### src/rtl/hazard_scoreboard.sv
// Decode-side interlock for the 5-stage no-forwarding core: per-register pending-write
// counters, ID stall on RAW hazards, and IF/ID squash on a taken branch/jump in EX.
module hazard_scoreboard #(
    parameter int NUM_REGS  = 32,
    parameter int CNT_W     = 2,
    parameter int WB_BYPASS = 1
) (
    input  logic        clk,
    input  logic        rst_n,
    input  logic        id_valid_i,
    input  logic [4:0]  id_rs1_addr_i,
    input  logic [4:0]  id_rs2_addr_i,
    input  logic        id_rs1_used_i,
    input  logic        id_rs2_used_i,
    input  logic [4:0]  id_rd_addr_i,
    input  logic        id_reg_write_i,
    input  logic        wb_valid_i,
    input  logic [4:0]  wb_rd_addr_i,
    input  logic        wb_reg_write_i,
    input  logic        ex_redirect_i,
    output logic        pc_stall_o,
    output logic        if_id_stall_o,
    output logic        if_id_flush_o,
    output logic        id_ex_bubble_o,
    output logic [31:0] stall_count_o,
    output logic        sb_error_o
);

    localparam logic             BYP_EN  = (WB_BYPASS != 0);
    localparam logic [CNT_W-1:0] CNT_MAX = '1;
    localparam logic [CNT_W-1:0] CNT_ONE = CNT_W'(1);

    logic [NUM_REGS-1:0][CNT_W-1:0] r_pending;
    logic [NUM_REGS-1:0][CNT_W-1:0] w_pending_next;
    logic [NUM_REGS-1:0]            w_err_vec;
    logic [31:0]                    r_stall_count;
    logic                           r_sb_error;

    logic [CNT_W-1:0] w_rs1_cnt;
    logic [CNT_W-1:0] w_rs2_cnt;
    logic             w_wb_wr;
    logic             w_rs1_byp;
    logic             w_rs2_byp;
    logic             w_src1_hz;
    logic             w_src2_hz;
    logic             w_hazard;
    logic             w_issue;
    logic             w_inc;
    logic             w_stall;

    assign w_rs1_cnt = r_pending[id_rs1_addr_i];
    assign w_rs2_cnt = r_pending[id_rs2_addr_i];

    assign w_wb_wr = wb_valid_i & wb_reg_write_i & (wb_rd_addr_i != 5'd0);

    // Only the last outstanding write can be retired by a same-cycle WB; older ones still block.
    assign w_rs1_byp = BYP_EN & w_wb_wr & (wb_rd_addr_i == id_rs1_addr_i) & (w_rs1_cnt == CNT_ONE);
    assign w_rs2_byp = BYP_EN & w_wb_wr & (wb_rd_addr_i == id_rs2_addr_i) & (w_rs2_cnt == CNT_ONE);

    assign w_src1_hz = id_rs1_used_i & (id_rs1_addr_i != 5'd0) & (w_rs1_cnt != '0) & ~w_rs1_byp;
    assign w_src2_hz = id_rs2_used_i & (id_rs2_addr_i != 5'd0) & (w_rs2_cnt != '0) & ~w_rs2_byp;

    assign w_hazard = id_valid_i & (w_src1_hz | w_src2_hz);
    assign w_issue  = id_valid_i & ~w_hazard & ~ex_redirect_i;
    assign w_inc    = w_issue & id_reg_write_i & (id_rd_addr_i != 5'd0);
    assign w_stall  = w_hazard & ~ex_redirect_i;

    assign pc_stall_o     = w_stall;
    assign if_id_stall_o  = w_stall;
    assign id_ex_bubble_o = w_hazard | ex_redirect_i;
    assign if_id_flush_o  = ex_redirect_i;
    assign stall_count_o  = r_stall_count;
    assign sb_error_o     = r_sb_error;

    generate
        for (genvar gi = 0; gi < NUM_REGS; gi++) begin : g_cnt
            if (gi == 0) begin : g_x0
                assign w_pending_next[gi] = '0;
                assign w_err_vec[gi]      = 1'b0;
            end else begin : g_reg
                logic             w_inc_here;
                logic             w_dec_here;
                logic [CNT_W-1:0] w_next;
                logic             w_err;

                assign w_inc_here = w_inc   & (id_rd_addr_i == 5'(gi));
                assign w_dec_here = w_wb_wr & (wb_rd_addr_i == 5'(gi));

                always_comb begin
                    w_next = r_pending[gi];
                    w_err  = 1'b0;
                    if (w_inc_here && w_dec_here) begin
                        w_next = r_pending[gi];
                    end else if (w_inc_here) begin
                        if (r_pending[gi] == CNT_MAX) begin
                            w_err = 1'b1;
                        end else begin
                            w_next = r_pending[gi] + CNT_ONE;
                        end
                    end else if (w_dec_here) begin
                        if (r_pending[gi] == '0) begin
                            w_err = 1'b1;
                        end else begin
                            w_next = r_pending[gi] - CNT_ONE;
                        end
                    end
                end

                assign w_pending_next[gi] = w_next;
                assign w_err_vec[gi]      = w_err;
            end
        end
    endgenerate

    always_ff @(posedge clk or negedge rst_n) begin
        if (!rst_n) begin
            r_pending     <= '0;
            r_stall_count <= '0;
            r_sb_error    <= 1'b0;
        end else begin
            r_pending <= w_pending_next;
            if (w_stall && (r_stall_count != 32'hFFFF_FFFF)) begin
                r_stall_count <= r_stall_count + 32'd1;
            end
            if (|w_err_vec) begin
                r_sb_error <= 1'b1;
            end
        end
    end

endmodule

### config.mk
export PLATFORM = sky130hd
export DESIGN_NAME = hazard_scoreboard
export DESIGN_NICKNAME = d
export VERILOG_FILES = /design/src/rtl/hazard_scoreboard.sv
export SDC_FILE = /design/constraint.sdc
export NUM_CORES = 1
export LEC_CHECK = 0
export BUFFER_PORTS_ARGS = -buffer_cell sky130_fd_sc_hd__buf_2
export CORE_MARGIN = 3
export CORE_UTILIZATION = 60
export CTS_BUF_LIST = sky130_fd_sc_hd__clkbuf_4 sky130_fd_sc_hd__clkbuf_8 sky130_fd_sc_hd__clkbuf_16
export CTS_CLUSTER_SIZE = 28
export DETAILED_ROUTE_END_ITERATION = 8
export PLACE_DENSITY = 0.9
export SETUP_SLACK_MARGIN = 0.15
export SKIP_CTS_REPAIR_TIMING = 1
export SLEW_MARGIN = 20
export SYNTH_ARGS = -nofsm -noshare
export SYNTH_HDL_FRONTEND = slang
export SYNTH_SLANG_ARGS = --single-unit
### constraint.sdc
create_clock -name clk -period 4.19 [get_ports clk]
set_clock_uncertainty 0.05 [all_clocks]
set_input_delay 0 -clock clk [delete_from_list [all_inputs] [get_ports clk]]
set_output_delay 0 -clock clk [all_outputs]
set_load 0.005 [all_outputs]
==> results_dict.tcl <==
set metrics [dict create \
    start_util_pct 61.7 \
    regToRegEndpoint "sb_error_o" \
    min_path_cells 5 \
    arrival_ps 3890 \
    die_w_um 118 \
    grt_max_degree 52 \
    grt_first_pass_wirelength_um 40700 \
    critical_path_peak_fanout 15 \
    tightest_slew_ps 1120 \
    yosysTopAreaCell "dfrtp_1" \
    post_drt_wl_per_cell_um 22.5 \
    syn_area_um2 7470 \
    setup_slack_ps 471 \
    nets 1003 \
    clkLatencyLatePin_ps 360 \
    track_usage_pct 37.5 \
    r2r_slack_ps 470 \
    synth_ff_type "dfrtp_1" \
    fin_setup_tns_ps 0 \
    vias_per_cell 6.77 \
    synth_commonest_cells "nand2_1 (120), dfrtp_1 (95), nor2_1 (90)" \
    grt_pass1_vias 7249 \
    dpl_worst_slack_ps 454 \
    ir_drop_uv 289 \
    maxCapViolations 0 \
    ys_top_cells_by_area "dfrtp_1 (32%), mux4_2 (6.9%), nand2_1 (6.0%), nor2_1 (4.5%), a21oi_1 (4.2%)" \
    area_delta_synth_final_pct 11.6 \
    firstDrtPassIters 9 \
    dr.first_iter.drc_count 1286 \
    r2r-start "r_pending[28]" \
    hp-start "id_rd_addr_i[4]" \
    die_h_um 118 \
    cts_tree "built" \
    hold_viol_final 0 \
    std_cell_rows 40 \
    required_ps 4360 \
    crit_type "register to register" \
    synthCells 917 \
    ys_seq_area_share_pct 31.8 \
    crit_start "r_pending[28]" \
    cts_root_buf "clkbuf_16" \
    core_um2 12100 \
    dp_hpwl_um 19600 \
    vias 7762 \
    synth_top_area_share_pct 31.8 \
    cts.sinks 95 \
    setup_viol 0 \
    final.period_utilization_pct 88.8 \
    ant_nets 0 \
    cp_slowest_stage_delay_ps 500 \
    rr_worst_depth 11 \
    leakage_nw 3.44 \
    clkTransAtPathRegs_ps 80 \
    hold_end "r_pending[54]" \
    dieArea_um2 13800 \
    post-route-drc-count 1 \
    port_buffers 65 \
    slew_violations 0 \
    drive_gt1_share_pct 17.1 \
    ios 66 \
    crit_top_cell "nor4_1" \
    rsz0062_at_grt "false" \
    status "finished, violations left" \
    cp_slowest_cell "mux4_2" \
    synth.distinct_cells 70 \
    gp_congestion 1.06 \
    yosysWarnings 0 \
    wl_um 25700 \
    yosysMostFrequentCell "nand2_1" \
    syn_nets 947 \
    numCtsBuffers 9 \
    final.min_clock_period_ps 3720 \
    ctsHtreeMaxLevel 3 \
    clock_path_buffers 2 \
    slew_headroom_pct 24.7 \
    hold_class "primary input to register" \
    async_reset_ff_share_pct 100 \
    antenna_cells 0 \
    overflow 0 \
    antenna_found_initial 0 \
    ys_ff_latch 95 \
    p_total_mw 2.47 \
    cp-end-kind "register" \
    worstPathCellList "mux4_2 -> mux2_4 -> a221oi_2 -> nor4_1 -> a311o_1 -> buf_4 -> o311ai_1 -> o21ai_0 -> nor4_1 -> and4_1 -> nand4_1" \
    cp-start-kind "register" \
    synth_edf_count 0 \
    powerDensity_nw_per_um2 297 \
    max_freq_ghz 0.269 \
    synth.avg_cell_area_um2 8.15 \
    violations "DRC" \
]
[critical path: cells and delay by family (launching register included)]
kind	cells	cell delay, ps
flops	1	460
simple gates	4	670
buf+inv	1	300
mux	2	780
compound gates	4	1330
[stage by stage]
step | cell area, um2 | cells | hold WS (ps) | util, %
4_1_cts | 8330 | 1145 | -335 | 68.7
2_1_floorplan | 7470 | 917 | -346 | -
3_5_place_dp | 8000 | 1129 | 39.3 | 66.1
5_1_grt | 8340 | 1146 | 187 | 68.8
6_report | 8340 | 1146 | 144 | 68.8
3_3_place_gp | 8000 | 1129 | 36.7 | 66.1
[flip-flops by register name (all words and copies together), names as in the netlist]
| name | cells |
|---|---|
| stall_count_o | 32 |
| sb_error_o | 1 |
| r_pending | 62 |
[layout by cell type (no fill, tap or decap), drive strengths merged, types with 3 or more instances in the layout]
| master | netlist | layout |
|---|---|---|
| and3 | 21 | 21 |
| o2111ai | 3 | 3 |
| and2 | 15 | 15 |
| clkbuf | 26 | 11 |
| o41ai | 3 | 3 |
| dfrtp | 95 | 95 |
| nand2 | 120 | 120 |
| inv | 24 | 25 |
| nand4 | 25 | 25 |
| xor2 | 10 | 10 |
| or2 | 7 | 7 |
| nor2 | 90 | 90 |
| a311oi | 5 | 5 |
| o31ai | 12 | 12 |
| and4 | 8 | 8 |
| a211oi | 8 | 8 |
| buf | 28 | 98 |
| nor3 | 36 | 36 |
| o311ai | 10 | 10 |
| a31oi | 7 | 7 |
| a2111oi | 5 | 5 |
| nor4 | 18 | 18 |
| mux4 | 23 | 23 |
| o22ai | 5 | 5 |
| o211ai | 11 | 11 |
| a21oi | 63 | 63 |
| o21a | 6 | 6 |
| nand3 | 56 | 56 |
| nand2b | 11 | 11 |
| nor2b | 11 | 11 |
| xnor2 | 31 | 31 |
| or3 | 12 | 12 |
| o32ai | 5 | 5 |
| mux2i | 11 | 11 |
| o21ai | 55 | 55 |
| a221oi | 3 | 3 |
| mux2 | 9 | 9 |
| a21o | 7 | 7 |
[routing by layer]
layer  share of wire [%]  wire length, um  GRT usage [%]
met1                  40            10200           51.9
met2                  42            10900           54.8
met3                  13             3460           11.5
met4                 4.5             1150           15.9
met5                   0                0              0
[kinds of logic (layout without fill, tap and decap cells)]
group                    Yosys count  in the layout  share of synthesized area, %
XOR/XNOR                          41             41                          4.81
adder cells (fa/ha/maj)            1              1                         0.167
buffers and inverters             78            139                          4.91
AO/OA/AOI/OAI                    223            223                          19.5
multiplexers                      43             43                          9.82
flip-flops                        95             95                          31.8
AND/OR/NAND/NOR                  436            436                          28.9
[how the worst max path moves through the flow]
stage | end | cells past startpoint | slack, ps
finish | sb_error_o | 11 | 470
global route | stall_count_o[29] | 11 | 190
CTS | sb_error_o | 11 | 440
detailed placement | sb_error_o | 11 | 450
global placement | sb_error_o | 11 | 470
floorplan | sb_error_o | 12 | 1000
[cell type report]
class / instances / area (um2)
Fill cell: 975 / 3780
Timing Repair Buffer: 99 / 611
Multi-Input combinational cell: 744 / 4730
Clock buffer: 11 / 240
Tap cell: 168 / 210
Inverter: 24 / 90.1
Sequential cell: 95 / 2380
Clock inverter: 5 / 81.3
[report_power, final]
part           switching, mW  internal, mW
logic                  0.278         0.192
registers              0.107         0.981
clock network          0.376         0.538
total                  0.761          1.71
(Power assumes the default switching activity.)
